[config.mk]
export PLATFORM = sky130hd
export DESIGN_NAME = fetch_queue_flat
export DESIGN_NICKNAME = d
export VERILOG_FILES = /design/src/rtl/fetch_queue_pkg.sv /design/src/rtl/fetch_queue_if.sv /design/src/rtl/fetch_queue_fifo.sv /design/src/rtl/fetch_queue.sv /design/src/flat_wrapper.sv
export SDC_FILE = /design/constraint.sdc
export NUM_CORES = 1
export LEC_CHECK = 0
export ABC_AREA = 1
export BUFFER_PORTS_ARGS = -buffer_cell sky130_fd_sc_hd__buf_2
export CORE_MARGIN = 1
export CORE_UTILIZATION = 35
export CTS_CLUSTER_SIZE = 16
export DETAILED_ROUTE_END_ITERATION = 10
export HOLD_SLACK_MARGIN = 0.12
export PLACE_DENSITY = 0.5
export SETUP_SLACK_MARGIN = 0.1
export SLEW_MARGIN = 40
export SYNTH_ARGS = -nofsm -noshare
export SYNTH_HDL_FRONTEND = slang
export SYNTH_HIERARCHICAL = 1
export SYNTH_SLANG_ARGS = --single-unit
[constraint.sdc]
create_clock -name clk -period 7.75 [get_ports clk]
set_clock_uncertainty 0.05 [all_clocks]
set_input_delay 1.55 -clock clk [delete_from_list [all_inputs] [get_ports clk]]
set_output_delay 1.55 -clock clk [all_outputs]
set_load 0.03 [all_outputs]
[src/rtl/fetch_queue_pkg.sv]
// fetch_queue_pkg
//   Shared constants and the front-end FSM state type for the fetch queue.
//   PC_START  : PC issued after reset
//   INSTR_NOP : instruction presented on inst while the queue is empty
package fetch_queue_pkg;

    localparam logic [31:0] PC_START  = 32'h0000_2000;
    localparam logic [31:0] INSTR_NOP = 32'h0000_0013;   // addi x0, x0, 0

    typedef enum logic {
        ST_RESET,
        ST_RUN
    } fq_state_t;

endpackage

[src/rtl/fetch_queue_if.sv]
// fetch_queue_if
//   Groups the redirect, memory-side and decode-side signals of the fetch queue.
//   master : the fetch queue (drives fetch_addr/fetch_request and the queue head)
//   slave  : the environment (memory, branch unit, decode)
//   redirect_valid/redirect_pc : jump/branch taken, refetch target
//   fetch_addr/fetch_request/fetch_ready : request handshake
//   fetch_data_valid/request_data        : in-order response
//   inst_valid/inst/inst_pc/inst_ready   : queue head to decode
interface fetch_queue_if #(
    parameter int XLEN = 32
);
    logic            redirect_valid;
    logic [XLEN-1:0] redirect_pc;
    logic [XLEN-1:0] fetch_addr;
    logic            fetch_request;
    logic            fetch_ready;
    logic            fetch_data_valid;
    logic [XLEN-1:0] request_data;
    logic            inst_valid;
    logic [XLEN-1:0] inst;
    logic [XLEN-1:0] inst_pc;
    logic            inst_ready;

    modport master (
        input  redirect_valid, redirect_pc, fetch_ready, fetch_data_valid,
               request_data, inst_ready,
        output fetch_addr, fetch_request, inst_valid, inst, inst_pc
    );

    modport slave (
        output redirect_valid, redirect_pc, fetch_ready, fetch_data_valid,
               request_data, inst_ready,
        input  fetch_addr, fetch_request, inst_valid, inst, inst_pc
    );
endinterface

[src/rtl/fetch_queue_fifo.sv]
// fetch_fifo
//   Generic synchronous FIFO with flush and asynchronous active-high reset.
//   Head is read combinationally from storage (no bypass: a push into an
//   empty FIFO becomes visible the following cycle).
//   clk, reset          : clock, async reset
//   flush               : discard all entries (dominates push/pop)
//   push, push_data     : write when not full, or when full and popping
//   pop, pop_data       : remove head when not empty; pop_data is the head
//   count               : current occupancy (0..DEPTH)
module fetch_fifo #(
    parameter int WIDTH = 32,
    parameter int DEPTH = 4
) (
    input  logic                       clk,
    input  logic                       reset,
    input  logic                       flush,
    input  logic                       push,
    input  logic [WIDTH-1:0]           push_data,
    input  logic                       pop,
    output logic [WIDTH-1:0]           pop_data,
    output logic [$clog2(DEPTH):0]     count
);
    localparam int PW = (DEPTH > 1) ? $clog2(DEPTH) : 1;
    localparam int CW = $clog2(DEPTH) + 1;

    logic [WIDTH-1:0] mem [DEPTH];
    logic [PW-1:0]    wr_ptr, rd_ptr;
    logic             full, empty, do_push, do_pop;

    assign full    = (count == CW'(DEPTH));
    assign empty   = (count == '0);
    assign do_push = push && (!full || pop);
    assign do_pop  = pop && !empty;
    assign pop_data = mem[rd_ptr];

    // Explicit wrap so non-power-of-two depths (e.g. tag FIFO sized by MAX_OUT) work.
    function automatic logic [PW-1:0] next_ptr(input logic [PW-1:0] p);
        return (p == PW'(DEPTH - 1)) ? '0 : p + 1'b1;
    endfunction

    always_ff @(posedge clk or posedge reset) begin
        if (reset) begin
            wr_ptr <= '0;
            rd_ptr <= '0;
            count  <= '0;
        end else if (flush) begin
            wr_ptr <= '0;
            rd_ptr <= '0;
            count  <= '0;
        end else begin
            if (do_push) wr_ptr <= next_ptr(wr_ptr);
            if (do_pop)  rd_ptr <= next_ptr(rd_ptr);
            count <= count + CW'(do_push) - CW'(do_pop);
        end
    end

    always_ff @(posedge clk) begin
        if (do_push && !flush) mem[wr_ptr] <= push_data;
    end
endmodule

[src/rtl/fetch_queue.sv]
// fetch_queue
//   Decoupled instruction-fetch front end. Issues pipelined in-order fetch
//   requests, tags each with its PC, and buffers returned instructions with
//   their PCs for decode. A redirect flushes the queue and squashes every
//   response still in flight.
//   clk, reset : clock, async active-high reset
//   bus        : fetch_queue_if.master (redirect, memory handshake, decode head)
module fetch_queue
    import fetch_queue_pkg::*;
#(
    parameter int              XLEN     = 32,
    parameter int              DEPTH    = 4,
    parameter int              MAX_OUT  = 2,
    parameter logic [XLEN-1:0] START_PC = XLEN'(PC_START)
) (
    input  logic          clk,
    input  logic          reset,
    fetch_queue_if.master bus
);
    localparam int QCW = $clog2(DEPTH) + 1;
    localparam int TCW = $clog2(MAX_OUT) + 1;
    localparam int OW  = $clog2(MAX_OUT + 1);
    localparam int SW  = QCW + 1;

    fq_state_t         state, state_next;
    logic [XLEN-1:0]   fetch_addr;
    logic [OW-1:0]     outstanding, squash, out_next;
    logic              fetch_request, accept, resp, resp_live;
    logic [QCW-1:0]    q_count;
    logic [TCW-1:0]    tag_count;
    logic [2*XLEN-1:0] q_head;
    logic [XLEN-1:0]   tag_head;
    logic [SW-1:0]     in_use;
    logic              inst_valid;

    // Tags hold only live (unsquashed) requests, so tag_count is the live
    // outstanding count: queue space is reserved for every live response.
    assign in_use = SW'(q_count) + SW'(tag_count);

    always_comb begin
        state_next    = state;
        fetch_request = 1'b0;
        case (state)
            ST_RESET: state_next = ST_RUN;
            ST_RUN:   fetch_request = !bus.redirect_valid
                                   && (outstanding < OW'(MAX_OUT))
                                   && (in_use < SW'(DEPTH));
            default:  state_next = ST_RESET;
        endcase
    end

    assign accept    = fetch_request && bus.fetch_ready;
    assign resp      = bus.fetch_data_valid && (outstanding != '0);
    // Squashed responses belong to the flushed epoch: they must not pop a tag,
    // which by now would belong to a request issued after the redirect.
    assign resp_live = resp && (squash == '0) && !bus.redirect_valid;
    assign out_next  = outstanding + OW'(accept) - OW'(resp);

    always_ff @(posedge clk or posedge reset) begin
        if (reset) begin
            state       <= ST_RESET;
            fetch_addr  <= START_PC;
            outstanding <= '0;
            squash      <= '0;
        end else begin
            state       <= state_next;
            outstanding <= out_next;
            if (bus.redirect_valid) begin
                fetch_addr <= bus.redirect_pc;
                squash     <= out_next;
            end else begin
                if (accept)                  fetch_addr <= fetch_addr + XLEN'(4);
                if (resp && squash != '0)    squash     <= squash - 1'b1;
            end
        end
    end

    fetch_fifo #(.WIDTH(2*XLEN), .DEPTH(DEPTH)) u_inst_q (
        .clk       (clk),
        .reset     (reset),
        .flush     (bus.redirect_valid),
        .push      (resp_live),
        .push_data ({bus.request_data, tag_head}),
        .pop       (bus.inst_ready && inst_valid),
        .pop_data  (q_head),
        .count     (q_count)
    );

    fetch_fifo #(.WIDTH(XLEN), .DEPTH(MAX_OUT)) u_tag_q (
        .clk       (clk),
        .reset     (reset),
        .flush     (bus.redirect_valid),
        .push      (accept),
        .push_data (fetch_addr),
        .pop       (resp_live),
        .pop_data  (tag_head),
        .count     (tag_count)
    );

    assign inst_valid        = (q_count != '0);
    assign bus.inst_valid    = inst_valid;
    assign bus.inst          = inst_valid ? q_head[2*XLEN-1:XLEN] : XLEN'(INSTR_NOP);
    assign bus.inst_pc       = inst_valid ? q_head[XLEN-1:0] : '0;
    assign bus.fetch_addr    = fetch_addr;
    assign bus.fetch_request = fetch_request;
endmodule

[src/flat_wrapper.sv]
// flat-port wrapper written by rule: the top's interface ports become plain ports
module fetch_queue_flat import fetch_queue_pkg::*;
#(
    parameter int              XLEN     = 32,
    parameter int              DEPTH    = 4,
    parameter int              MAX_OUT  = 2,
    parameter logic [XLEN-1:0] START_PC = XLEN'(PC_START)
)
  (clk, reset, bus_redirect_valid, bus_redirect_pc, bus_fetch_ready, bus_fetch_data_valid, bus_request_data, bus_inst_ready, bus_fetch_addr, bus_fetch_request, bus_inst_valid, bus_inst, bus_inst_pc);
  fetch_queue_if #(.XLEN(XLEN)) bus_i ();
  input  logic clk;
  input  logic reset;
  input wire logic [$bits(bus_i.redirect_valid)-1:0] bus_redirect_valid;
  input wire logic [$bits(bus_i.redirect_pc)-1:0] bus_redirect_pc;
  input wire logic [$bits(bus_i.fetch_ready)-1:0] bus_fetch_ready;
  input wire logic [$bits(bus_i.fetch_data_valid)-1:0] bus_fetch_data_valid;
  input wire logic [$bits(bus_i.request_data)-1:0] bus_request_data;
  input wire logic [$bits(bus_i.inst_ready)-1:0] bus_inst_ready;
  output wire logic [$bits(bus_i.fetch_addr)-1:0] bus_fetch_addr;
  output wire logic [$bits(bus_i.fetch_request)-1:0] bus_fetch_request;
  output wire logic [$bits(bus_i.inst_valid)-1:0] bus_inst_valid;
  output wire logic [$bits(bus_i.inst)-1:0] bus_inst;
  output wire logic [$bits(bus_i.inst_pc)-1:0] bus_inst_pc;
  assign bus_i.redirect_valid = bus_redirect_valid;
  assign bus_i.redirect_pc = bus_redirect_pc;
  assign bus_i.fetch_ready = bus_fetch_ready;
  assign bus_i.fetch_data_valid = bus_fetch_data_valid;
  assign bus_i.request_data = bus_request_data;
  assign bus_i.inst_ready = bus_inst_ready;
  assign bus_fetch_addr = bus_i.fetch_addr;
  assign bus_fetch_request = bus_i.fetch_request;
  assign bus_inst_valid = bus_i.inst_valid;
  assign bus_inst = bus_i.inst;
  assign bus_inst_pc = bus_i.inst_pc;
  fetch_queue #(.XLEN(XLEN), .DEPTH(DEPTH), .MAX_OUT(MAX_OUT), .START_PC(START_PC)) u_core (.clk(clk), .reset(reset), .bus(bus_i));
endmodule
# Word-level counts from Yosys, hierarchy flattened
# Memories as Yosys holds them, arrays and structs flattened.
# Cells that the tools add are included.
# op_classes
n_addsub,13
order_cmp,2
n_eq_ne,4
mux,25
reduce_logical,33
# op_table
cell,count
2-to-1 mux 32 bit,4
adder 32 x 3 -> 32 bit (second input constant),1
2-to-1 mux 2 bit,9
nonzero test 2 bit,8
logical AND 1 bit,14
2-to-1 mux 1 bit,11
equality test 2 bit (second input constant),3
zero test 1 bit,5
adder 2 x 1 -> 2 bit,2
adder 2 x 1 -> 2 bit (second input constant),2
adder 3 x 2 -> 4 bit,1
zero test 2 bit,2
< comparator 4 x 3 -> 1 bit (second input constant),1
subtractor 2 x 1 -> 2 bit,2
adder 3 x 1 -> 3 bit,1
equality test 3 bit (second input constant),1
zero test 3 bit,1
2-to-1 mux 3 bit,1
nonzero test 3 bit,1
subtractor 3 x 1 -> 3 bit,1
adder 1 bit (second input constant),2
logical OR 1 bit,2
< comparator 2 bit (second input constant),1
subtractor 2 x 1 -> 2 bit (second input constant),1
# totals
register_bits,48
ramBits,320
input_bits,70
output_inout_bits,98
wordCells,89
mem_count,2
# mem_list
memory,depth,width,read_ports,rd_clocked_by_memory_dff,wr,line,source
u_core.u_inst_q.mem,4,64,1,0,1,fetch_queue_fifo.sv:26,logic [WIDTH-1:0] mem [DEPTH];
u_core.u_tag_q.mem,2,32,1,0,1,fetch_queue_fifo.sv:26,

# Logic depth before layout (Yosys ltp)
# depth
depth_word,9
depth_mapped,14
depth_no_buf,13

# Modules after synthesis
# Netlist, hierarchy kept.
# modules_own_cells
mod,instances,cells_per_inst,area_each_um2,seq_area_each_um2
fetch_fifo at u_core.u_inst_q,1,681,10129.7,7862.5
fetch_queue,1,579,3298.2,927.1
fetch_fifo at u_core.u_tag_q,1,204,2677.6,2021.9

# Worst setup path after synthesis
# No wires, ideal clock.
# synth_path
path_kind,input to register
from,in bus_redirect_valid
to,"mem u_core/u_inst_q/mem[0][0] in the netlist's numbering, enable pin"
setup_ps,487
arrival_ps,5043
required_time_ps,7213
slack_ps,2171
path_stages,5
path_buffers,2
path_cell_list,buf_6 clkbuf_1 nor2_1 nand3_1 nor2_1
# synth_between
elab_chain_len,6
# synth_lines
item,line,source
start: declaration,flat_wrapper.sv:13,input wire logic [$bits(bus_i.redirect_valid)-1:0] bus_redirect_valid;
zero test 1 bit,fetch_queue.sv:56,assign resp_live = resp && (squash == '0) && !bus.redirect_valid;
logical AND 1 bit,fetch_queue.sv:56,
net u_core.resp_live,fetch_queue.sv:28,"logic fetch_request, accept, resp, resp_live;"
logical AND 1 bit,fetch_queue_fifo.sv:32,assign do_push = push && (!full || pop);
logical AND 1 bit,fetch_queue_fifo.sv:58,if (do_push && !flush) mem[wr_ptr] <= push_data;
2-to-1 mux 1 bit,fetch_queue_fifo.sv:58,
2-to-1 mux 1 bit (not written as such),fetch_queue_fifo.sv:58,
end: declaration,fetch_queue_fifo.sv:26,
# The timed path passes the listed nets, and every way through them passes these cells.

# Worst setup path after layout
# layout_path
from,reg u_core.u_inst_q.rd_ptr[0]
to,out bus_inst_pc[8]
# layout_between
elab_chain_len,2
# layout_lines
item,line,source
start: declaration,fetch_queue_fifo.sv:27,"logic [PW-1:0] wr_ptr, rd_ptr;"
start signal: assignment,fetch_queue_fifo.sv:52,if (do_pop) rd_ptr <= next_ptr(rd_ptr);
memory (4 x 64 bit),n/a,
net u_core.q_head[8],fetch_queue.sv:31,logic [2*XLEN-1:0] q_head;
2-to-1 mux 32 bit,fetch_queue.sv:103,assign bus.inst_pc = inst_valid ? q_head[XLEN-1:0] : '0;
end: declaration,flat_wrapper.sv:23,output wire logic [$bits(bus_i.inst_pc)-1:0] bus_inst_pc;
# The timed path passes the listed nets, and every way through them passes these cells.

==> flow_metrics.tcl <==
set metrics [dict create \
    status "finished clean" \
    cap_violations 0 \
    synth_top_area_cell "edfxtp_1" \
    min_path_type "reg -> reg" \
    path_clk_slew_ns 0.06 \
    initial_core_util_pct 35.49 \
    finalCritPeriodShare_pct 65.63 \
    place.gp.congestion 0.7983 \
    die-width_um 216.5 \
    reg2reg_to "u_core/u_inst_q/mem[2][33]$_DFFE_PP_" \
    viasPerCell 4.709 \
    io-pin-count 168 \
    drtAntennaViolNets 0 \
    placement.io_buffers 167 \
    cellLeakagePower_nw 7.511 \
    slew_violations 0 \
    post_drt_wl_per_cell_um 16.78 \
    startpoint_type "flop" \
    fin_nets 1707 \
    syn_nets 1548 \
    setup_viol 0 \
    overflow 0 \
    fin_hold_ws_ns 0.4574 \
    rows 78 \
    synth_most_common_cell "edfxtp_1" \
    ys_types 41 \
    wirelength_mm 37.84 \
    critical_path_depth 7 \
    cellPowerDensity_nw_per_um2 249.6 \
    core_um2 45380 \
    vias 10620 \
    crit_required_ns 6.15 \
    dp.cells 2180 \
    die_area_um2 46880 \
    synth_cells 1464 \
    dp_hpwl_mm 22.61 \
    fmax_ghz 0.1966 \
    period_needed_ns 5.086 \
    cpPeakStageDelay_ns 0.74 \
    drive_gt1_share_pct 18.68 \
    r2r_cells 8 \
    die_y_um 216.5 \
    ctsHoldBuffers 0 \
    crit_path_end_kind "primary output" \
    rsz0062_at_grt "false" \
    htreeDepth 2 \
    r2r_setup_slack_ns 4.27 \
    ir_drop_mv 0.1499 \
    ys_seq_elements 368 \
    grt_max_degree 80 \
    antenna_found_initial 1 \
    post_cts_buffers 0 \
    ys_top_cells_by_count "edfxtp_1 (320), nand2_1 (302), nor2_1 (240), inv_1 (135), o21ai_0 (85)" \
    ys.flop_type "edfxtp_1" \
    utilization_pct 41.11 \
    crit_end "bus_inst_pc[8]" \
    drt-initial-drc-count 644 \
    async_flop_share_pct 13.04 \
    tightestPinTransition_ns 0.8364 \
    first_pass_iters 5 \
    power_mw 4.658 \
    cts_sinks 368 \
    fillers 4438 \
    cts_root_buffer "clkbuf_16" \
    worstPathArrival_ns 3.49 \
    hold_viol 0 \
    cts_repair_resize_count 0 \
    grt_pass1_vias 10440 \
    clock_latency_ns 0.55 \
    synth-edff-count 320 \
    route.detailed.drc 0 \
    yosysSeqAreaShare_pct 67.13 \
    cts_tree "built" \
    synth_top_cell_area_share_pct 59.66 \
    criticalPathCategory "reg -> out" \
    slowest_stage "dfrtp_4" \
    stdcell_count 2255 \
    r2r_start "u_core/u_inst_q/count[1]$_DFF_PP0_" \
    cts_made_buffers 41 \
    grt_pass1_wl_mm 59.06 \
    critPathMaxFanout 79 \
    critPathTopFamily "buffers and inverters" \
    synth_area_leaders "edfxtp_1 (60%), dfrtp_1 (7.3%), nand2_1 (7.0%), nor2_1 (5.6%), inv_1 (3.1%)" \
    crit_buf_inv 4 \
    clockBufferDepth 3 \
    relSlewSlack_pct 44.24 \
    yosys_warnings 6 \
    syn2layout_area_growth_pct 15.85 \
    cp-startpoint "u_core/u_inst_q/rd_ptr[0]$_DFFE_PP0P_" \
    synth_area_per_cell_um2 11.00 \
    grt_use_total_pct 16.20 \
    critical_path.cell_chain "inv_6 > buf_4 > o21ai_0 > o22ai_2 > inv_1 > nor2_1 > buf_2" \
    tns_ns 0 \
    netlist_area_um2 16110 \
]
[cell usage in the layout, fill, tap and decap left out, types with 2 or more instances in the layout]
master,n
edfxtp_1,320
clkbuf_16,41
o211ai_1,3
clkinv_8,2
nor2_4,18
o21bai_1,3
buf_6,6
nand3_2,2
nor3_2,2
o21ai_2,5
nand2_4,2
nor2_2,4
inv_6,2
ha_1,13
xor2_1,5
buf_4,10
nand2_2,18
inv_2,2
xnor2_1,7
o22ai_2,10
clkbuf_8,4
o22ai_1,55
nand3_1,60
o21ai_0,85
nand2_1,302
dfrtp_1,45
inv_1,135
nor3_4,2
or2_2,5
nand4_1,7
clkinv_1,8
clkinv_2,3
buf_2,166
nor2_1,236
a21oi_1,2
o21ai_1,40
clkbuf_1,16
[how the worst min path moves through the flow]
stage	startpoint	to	slack, ns	cells after the start
2_1_floorplan	u_core/squash[1]$_DFFE_PP0P_	u_core/squash[1]$_DFFE_PP0P_	0.45	2
3_3_place_gp	u_core/u_tag_q/rd_ptr$_DFFE_PP0P_	u_core/u_tag_q/rd_ptr$_DFFE_PP0P_	0.44	2
3_5_place_dp	u_core/u_tag_q/rd_ptr$_DFFE_PP0P_	u_core/u_tag_q/rd_ptr$_DFFE_PP0P_	0.45	2
4_1_cts	u_core/u_tag_q/rd_ptr$_DFFE_PP0P_	u_core/u_tag_q/rd_ptr$_DFFE_PP0P_	0.46	2
5_1_grt	u_core/bus.fetch_addr[0]$_DFFE_PP0P_	u_core/u_tag_q/mem[0][0]$_DFFE_PP_	0.51	0
6_report	u_core/u_tag_q/rd_ptr$_DFFE_PP0P_	u_core/u_tag_q/rd_ptr$_DFFE_PP0P_	0.46	2
[worst reg2reg max path, cell delays in order, from the launching register on]
cell     delay (ns)
dfrtp_1        0.49
nor3_2         0.07
buf_6          0.27
nor2_1         0.34
nor2_1         0.08
nand2_1        0.12
nand3_1        0.32
nor2_4         0.62
buf_4          0.71
[area by class of cell]
class	instances	area, um2	area share [%]
multi-input combinational	889	4323	23.17
antenna	1	2.502	0.01341
clock buffer	61	1141	6.116
tap	600	750.7	4.024
sequential	368	10820	57.97
timing repair buffer	182	973.4	5.217
clock inverter	13	108.9	0.5834
inverter	141	541.8	2.904
[kinds of logic (layout without fill, tap and decap cells)]
family                   count (synthesis)  count (layout)  synth area share, %
adder cells (fa/ha/maj)                 14              14                1.134
buffers and inverters                  207             397                6.324
AND/OR/NAND/NOR                        658             658                17.28
other                                    1               2              0.02328
flip-flops                             368             368                67.13
XOR/XNOR                                12              12               0.6526
AO/OA/AOI/OAI                          204             204                7.458
[power breakdown]
part | switching [mW] | internal [mW] | leakage [nW]
clock | 0.757 | 1.05 | 0.606
combinational | 0.384 | 0.154 | 3.43
sequential | 0.0819 | 2.23 | 3.48
total | 1.22 | 3.44 | 7.51
[metal layers]
layer  share of wire, %  global-route usage (%)  routed length (um)
met1                 47                   22.21               17660
met2                 47                   26.50               17900
met3                4.2                   2.386                1605
met4                1.8                   4.906                 676
met5                  0                       0                   0
[through the flow]
step / area [um2] / setup slack, ns
after detailed placement: 17400 / 3.047
after global placement: 17360 / 3.027
after floorplan: 16110 / 2.171
after global routing: 18660 / 2.432
after CTS: 18650 / 2.579
final: 18660 / 2.664
[sequential cells by signal (all words and copies together) (netlist names)]
name                    flops
u_core/u_tag_q/rd_ptr       1
u_core/u_inst_q/rd_ptr      2
u_core/u_tag_q/wr_ptr       1
u_core/u_tag_q/count        2
u_core/u_inst_q/count       3
u_core/outstanding          2
u_core/squash               2
u_core/bus.fetch_addr      32
u_core/u_inst_q/wr_ptr      2
u_core/u_tag_q/mem         64
u_core/state                1
u_core/u_inst_q/mem       256
(Power assumes the default switching activity.)
